`config.mk`:
```
export PLATFORM = sky130hd
export DESIGN_NAME = figure_select_ctrl
export DESIGN_NICKNAME = d
export VERILOG_FILES = /design/src/rtl/figure_select_ctrl.sv
export SDC_FILE = /design/constraint.sdc
export NUM_CORES = 1
export LEC_CHECK = 0
export CAP_MARGIN = 5
export CORE_MARGIN = 8
export CORE_UTILIZATION = 43
export CTS_BUF_LIST = sky130_fd_sc_hd__clkbuf_2 sky130_fd_sc_hd__clkbuf_4 sky130_fd_sc_hd__clkbuf_8
export DETAILED_ROUTE_END_ITERATION = 6
export GPL_TIMING_DRIVEN = 0
export REMOVE_ABC_BUFFERS = 1
export SLEW_MARGIN = 20
export SYNTH_ARGS = -nofsm -noshare
export SYNTH_HDL_FRONTEND = slang
export SYNTH_SLANG_ARGS = --single-unit
```
`constraint.sdc`:
```
create_clock -name clk -period 11.56 [get_ports clk]
set_input_delay 3.468 -clock clk [delete_from_list [all_inputs] [get_ports clk]]
set_output_delay 3.468 -clock clk [all_outputs]
set_load 0.02 [all_outputs]
```
`src/rtl/figure_select_ctrl.sv`:
```
// figure_select_ctrl: five debounced push-buttons move a cursor over a 3x3
// grid of figures. Enter toggles between the grid view and full-screen view.
// The renderer-facing outputs are shadows that change only on frame_tick.
// Optional feature macro: AUTO_RETURN_EN. When it is defined, the block leaves
// full-screen mode by itself after FULL_FRAMES frames.
module figure_select_ctrl #(
    parameter int unsigned DB_CYCLES   = 500000,
    parameter int unsigned FULL_FRAMES = 300
) (
    input  logic clk,
    input  logic reset,
    input  logic btn_up,
    input  logic btn_down,
    input  logic btn_left,
    input  logic btn_right,
    input  logic btn_enter,
    input  logic frame_tick,
    output logic circle_select,
    output logic square_select,
    output logic triangle_select,
    output logic oval_select,
    output logic rectangle_select,
    output logic diamond_select,
    output logic hexagon_select,
    output logic pentagon_select,
    output logic star_select,
    output logic full_screen
);

    localparam int unsigned DB_W = $clog2(DB_CYCLES + 1);
    localparam logic [DB_W-1:0] DB_MAX = DB_W'(DB_CYCLES - 1);

    // Arming needs DB_CYCLES zero samples after reset, and the first two
    // samples come from reset-cleared synchronizer flops. DB_CYCLES therefore
    // has to exceed the synchronizer depth.
    if (DB_CYCLES < 3 || FULL_FRAMES < 1) begin : g_cfg_check
        $error("figure_select_ctrl: DB_CYCLES must be >= 3 and FULL_FRAMES >= 1");
    end

    typedef enum logic {GRID, FULL} state_t;

    // Bit order: 0 up, 1 down, 2 left, 3 right, 4 enter
    logic [4:0]           btn_raw;
    logic [4:0]           sync1_q, sync1_d, sync2_q, sync2_d;
    logic [4:0]           lvl_q, lvl_d, prev_q, prev_d, armed_q, armed_d;
    logic [4:0][DB_W-1:0] cnt_q, cnt_d;
    logic [4:0]           press;

    state_t     state_q, state_d;
    logic [1:0] row_q, row_d, col_q, col_d;
    logic [8:0] sel_q, sel_d;
    logic       full_q, full_d;
    logic [3:0] idx;

    assign btn_raw = {btn_enter, btn_right, btn_left, btn_down, btn_up};

    // Synchronise, debounce and edge-detect each button.
    // A button stays disarmed after reset until it is seen released for a
    // full debounce window. This keeps a button that is held through reset
    // release from producing a press.
    always_comb begin
        sync1_d = btn_raw;
        sync2_d = sync1_q;
        prev_d  = lvl_q;
        lvl_d   = lvl_q;
        armed_d = armed_q;
        cnt_d   = '0;
        for (int unsigned i = 0; i < 5; i++) begin
            if (!armed_q[i]) begin
                if (!sync2_q[i]) begin
                    if (cnt_q[i] == DB_MAX) armed_d[i] = 1'b1;
                    else                    cnt_d[i]   = cnt_q[i] + 1'b1;
                end
            end else if (sync2_q[i] != lvl_q[i]) begin
                if (cnt_q[i] == DB_MAX) lvl_d[i] = sync2_q[i];
                else                    cnt_d[i] = cnt_q[i] + 1'b1;
            end
        end
        press = lvl_q & ~prev_q;
    end

`ifdef AUTO_RETURN_EN
    localparam int unsigned FRM_W = $clog2(FULL_FRAMES + 1);
    localparam logic [FRM_W-1:0] FRM_LAST = FRM_W'(FULL_FRAMES - 1);
    logic [FRM_W-1:0] frm_cnt_q, frm_cnt_d;
`endif

    // Next state and cursor. Only the highest-priority press pulse acts.
    always_comb begin
        state_d = state_q;
        row_d   = row_q;
        col_d   = col_q;
`ifdef AUTO_RETURN_EN
        frm_cnt_d = frm_cnt_q;
`endif
        if (press[4]) begin
            state_d = (state_q == GRID) ? FULL : GRID;
`ifdef AUTO_RETURN_EN
            frm_cnt_d = '0;
`endif
        end else if (state_q == GRID) begin
            if (press[0])      row_d = (row_q == 2'd0) ? 2'd2 : row_q - 2'd1;
            else if (press[1]) row_d = (row_q == 2'd2) ? 2'd0 : row_q + 2'd1;
            else if (press[2]) col_d = (col_q == 2'd0) ? 2'd2 : col_q - 2'd1;
            else if (press[3]) col_d = (col_q == 2'd2) ? 2'd0 : col_q + 2'd1;
        end
`ifdef AUTO_RETURN_EN
        else if (frame_tick) begin
            if (frm_cnt_q == FRM_LAST) begin
                state_d   = GRID;
                frm_cnt_d = '0;
            end else begin
                frm_cnt_d = frm_cnt_q + 1'b1;
            end
        end
`endif
    end

    // Output shadows are loaded from the current registered cursor and state.
    // A press in the frame_tick cycle therefore shows one frame later.
    always_comb begin
        idx    = ({2'b00, row_q} * 4'd3) + {2'b00, col_q};
        sel_d  = sel_q;
        full_d = full_q;
        if (frame_tick) begin
            sel_d  = 9'd1 << idx;
            full_d = (state_q == FULL);
        end
    end

    // All state registers, asynchronously reset.
    always_ff @(posedge clk or posedge reset) begin
        if (reset) begin
            sync1_q <= '0;
            sync2_q <= '0;
            lvl_q   <= '0;
            prev_q  <= '0;
            armed_q <= '0;
            cnt_q   <= '0;
            state_q <= GRID;
            row_q   <= '0;
            col_q   <= '0;
            sel_q   <= 9'd1;
            full_q  <= 1'b0;
`ifdef AUTO_RETURN_EN
            frm_cnt_q <= '0;
`endif
        end else begin
            sync1_q <= sync1_d;
            sync2_q <= sync2_d;
            lvl_q   <= lvl_d;
            prev_q  <= prev_d;
            armed_q <= armed_d;
            cnt_q   <= cnt_d;
            state_q <= state_d;
            row_q   <= row_d;
            col_q   <= col_d;
            sel_q   <= sel_d;
            full_q  <= full_d;
`ifdef AUTO_RETURN_EN
            frm_cnt_q <= frm_cnt_d;
`endif
        end
    end

    assign circle_select    = sel_q[0];
    assign square_select    = sel_q[1];
    assign triangle_select  = sel_q[2];
    assign oval_select      = sel_q[3];
    assign rectangle_select = sel_q[4];
    assign diamond_select   = sel_q[5];
    assign hexagon_select   = sel_q[6];
    assign pentagon_select  = sel_q[7];
    assign star_select      = sel_q[8];
    assign full_screen      = full_q;

endmodule

```
==> results of run 1 <==
synth_stat cells (all sizes together), types with 4 or more instances:
library cell    n
nor2           80
mux2            6
nand4          28
a21oi          24
and4            9
dfrtp         134
or4            14
o21ai          21
nor3           15
a21o            5
o21bai          4
xor2           31
or3            12
nand2b          6
mux2i           6
and2            6
inv            26
nand2          34
nand3          51
ha             13
clkbuf         10
nor2b           5
or2             5
o31ai          11
xnor2          38
nor4           15
buf            11
sequential cells by signal, indices dropped and copies added (netlist names), 2 cells and up:
register	count
cnt_q	95
sync1_q	5
lvl_q	5
prev_q	5
row_q	2
sync2_q	5
armed_q	5
col_q	2
sel_q	9
routing by layer:
layer	vias up	wire, um	track usage [%]
met5	-	0	0
met4	0	203	5.43
met3	20	350	3.66
met2	57	5770	21.5
met1	2269	5400	15.4
li1	2277	-	-
worst paths after layout:
path	start	endpoint	slack, ns	cells after the start
setup / recovery	sel_q[0]	circle_select	6.52	1
hold / removal	sync1_q[4]	sync2_q[4]	0.35	0
setup reg to reg	row_q[0]	sel_q[6]	9.29	6
hold reg to reg	sync1_q[4]	sync2_q[4]	0.35	0
max in group asynchronous	reset	sel_q[0]	7.42	3
min in group asynchronous	reset	cnt_q[67]	3.41	2
power by group through the flow:
stage               logic, uW  registers [uW]  clock network (uW)
global route             34.4             485                 394
detailed placement       30.5             494                   0
CTS                      30.5             485                 377
finish                   28.9             485                 362
global placement         28.0             494                   0
floorplan                18.8             493                   0
kinds of logic (layout without fill, tap and decap cells):
logic type,after synthesis,in the layout
buffers and inverters,47,76
adder cells (fa/ha/maj),15,15
AND/OR/NAND/NOR,296,296
flip-flops,135,135
AO/OA/AOI/OAI,67,67
XOR/XNOR,69,69
multiplexers,12,12
cell usage in the layout (no fill, tap or decap), types with 9 or more instances in the layout:
cell type	synthesis	final
dfrtp_1	134	134
nor2_1	80	80
nand3_1	50	50
xnor2_1	38	38
nand2_1	34	34
xor2_1	31	31
nand4_1	26	26
inv_1	26	25
a21oi_1	24	24
o21ai_0	20	20
clkbuf_8	0	18
clkdlybuf4s50_1	0	17
nor3_1	15	15
or4_1	14	14
ha_1	13	13
nor4_1	11	11
o31ai_1	11	11
or3_1	11	11
and4_1	9	9
layout make-up:
class | instances | area share [%]
sequential | 135 | 46.8
multi-input combinational | 459 | 40.7
clock buffer | 23 | 3.95
tap | 188 | 3.26
timing repair buffer | 18 | 2.74
inverter | 26 | 1.46
clock inverter | 9 | 1.09
worst reg2reg max path, cell delays in order, from the launching register on:
cell and delay [ns]:
dfrtp_1 0.45, fa_1 0.50, ha_1 0.22, fa_1 0.51, nor2b_1 0.28, nand3_1 0.13, o21ai_0 0.11
metrics by stage:
step / hold WS (ns) / util [%]
floorplan: 0.331 / -
global placement: 0.336 / 45.3
detailed placement: 0.342 / 45.6
CTS: 0.357 / 48.0
global route: 0.371 / 48.0
finish: 0.354 / 48.0
==> impl_metrics.py, run 1 <==
metrics = {
    "placement": {
        "place_inst": 826,
        "dpl_cell_area_sq_mm": 0.00685,
        "dpl.hpwl_um": 7810,
        "numPortBuffers": 17,
        "dp_slack_ns": 6.76,
        "gp_congestion": 0.833,
    },
    "clock_network": {
        "cts_buffers": 17,
        "cts_max_path_buffers": 2,
        "cts_max_level": 4,
        "cts_setup_buffers": 0,
        "clkLatencyLatePin_ns": 0.44,
        "cts_tree": "done",
        "holdBufCountCts": 0,
        "clk_pin_slew_ns": 0.08,
        "cts_root_buf": "clkbuf_8",
        "cts.sinks": 135,
        "cts_resized": 0,
    },
    "hold_path": {
        "worstHoldPathType": "flop to flop",
    },
    "global_route": {
        "grt_pass1_wl_um": 20800,
        "track_usage_pct": 12.9,
        "grt_antenna_before_repair": 0,
        "grt_pass1_vias": 4574,
        "grt_max_degree": 94,
        "grt_overflow": 0,
    },
    "die": {
        "dieHeight_um": 139,
        "core_sq_mm": 0.0150,
        "rows": 45,
        "dieArea_sq_mm": 0.0194,
        "die_w_um": 139,
        "start_util_pct": 43.5,
        "io-pin-count": 18,
    },
    "power": {
        "powerDensity_mw_per_mm2": 121,
        "p_leak_uw": 0.00297,
        "power.total_uw": 875,
        "pwr-share-clk_pct": 41.3,
        "p_sw_uw": 202,
        "p_seq_share_pct": 55.4,
        "combPwrFrac_pct": 3.3,
        "p_sw_share_pct": 23.1,
        "irDropWorstVdd_uv": 91.1,
        "power.internal_uw": 673,
    },
    "route": {
        "post_drt_wl_per_cell_um": 13.7,
        "dr.pass1.iters": 4,
        "vias": 4623,
        "ant_nets": 0,
        "drc_errors": 0,
        "wl_um": 11700,
        "via_per_inst": 5.39,
        "drt_iter0_markers": 233,
    },
    "synthesis": {
        "synth_top_area_share_pct": 51.3,
        "synth.distinct_cells": 48,
        "synth_simple_gate_area_share_pct": 24.5,
        "synth_mux_area_share_pct": 1.95,
        "ys_seq_area_share_pct": 51.7,
        "synth_edf_count": 0,
        "synth_top_cell_by_area": "dfrtp_1",
        "syn_area_sq_mm": 0.00654,
        "ys.flop_type": "dfrtp_1",
        "synth_xor_area_share_pct": 9.24,
        "async_reset_ff_share_pct": 100,
        "synth_top_family_by_area": "simple AND/OR/NAND/NOR gates",
        "avgSynthCellArea_sq_um": 10.2,
        "synth-compound-area-share_pct": 5.99,
        "ys_seq_elements": 135,
        "syn_inst": 641,
        "synth.top_cells.by_area": "dfrtp_1 51%, xnor2_1 5.1%, nor2_1 4.6%, xor2_1 4.1%, nand3_1 3.8%",
        "synthAdderAreaFrac_pct": 3.10,
        "yosysWarnings": 0,
    },
    "worst_setup_path": {
        "worstPathCellList": "clkdlybuf4s50_1",
        "worst-path-max-fanout": 2,
        "crit_family": "buffers and inverters",
        "path_class": "flop to output pin",
        "critical_path.max_stage_delay_ns": 0.60,
        "required_ns": 8.09,
        "setup.worst_path.end_class": "output pin",
        "worst_ep_arrival_time_ns": 1.57,
        "crit_path_top_delay_cell": "clkdlybuf4s50_1",
        "crit_buf_inv": 1,
        "crit_path_start_kind": "flop",
    },
    "timing": {
        "period_needed_ns": 5.04,
        "rsz0062_at_grt": "false",
        "max_slew_margin_pct": 52.0,
        "finClkSkew_ns": 0.0124,
        "drv_slew": 0,
        "hold_violations": 0,
        "setup_ws_ns": 6.52,
        "worst_pin_slew_ns": 0.720,
        "finalSetupViolCount": 0,
        "fin_tns_setup_ns": 0,
        "fmax_mhz": 199,
        "min_period_over_period_pct": 43.6,
    },
    "layout": {
        "fillCellCount": 1392,
        "multi_input_area_sq_mm": 0.00294,
        "stdcell_area_sq_mm": 0.00722,
        "fin_nets": 680,
        "fin_cells": 858,
        "drive_above_1_share_pct": 8.36,
        "syn_to_final_growth_pct": 10.3,
        "antenna_cells": 0,
        "seq_area_sq_mm": 0.00338,
    },
    "outcome": {
        "status": "complete, no violations",
    },
    "job": {
        "maxCapViolCount": 0,
    },
}
No activity file was read; power rests on OpenSTA's default activity.
==> run 2, diff against run 1 <==
==> constraint.sdc (replaced) <==
create_clock -name clk -period 4.95 [get_ports clk]
set_input_delay 1.485 -clock clk [delete_from_list [all_inputs] [get_ports clk]]
set_output_delay 1.485 -clock clk [all_outputs]
set_load 0.02 [all_outputs]
==> results of run 2 <==
The final DEF is identical to that of run 1. Status: complete, no violations.
Among the figures that moved: setup slack after placement 6.76 ns -> 2.13 ns; setup slack after layout 6.52 ns -> 1.90 ns; register-to-register setup slack 9.29 ns -> 2.68 ns; total power 875 uW -> 2040 uW; worst IR drop on VDD 91.1 uV -> 213 uV
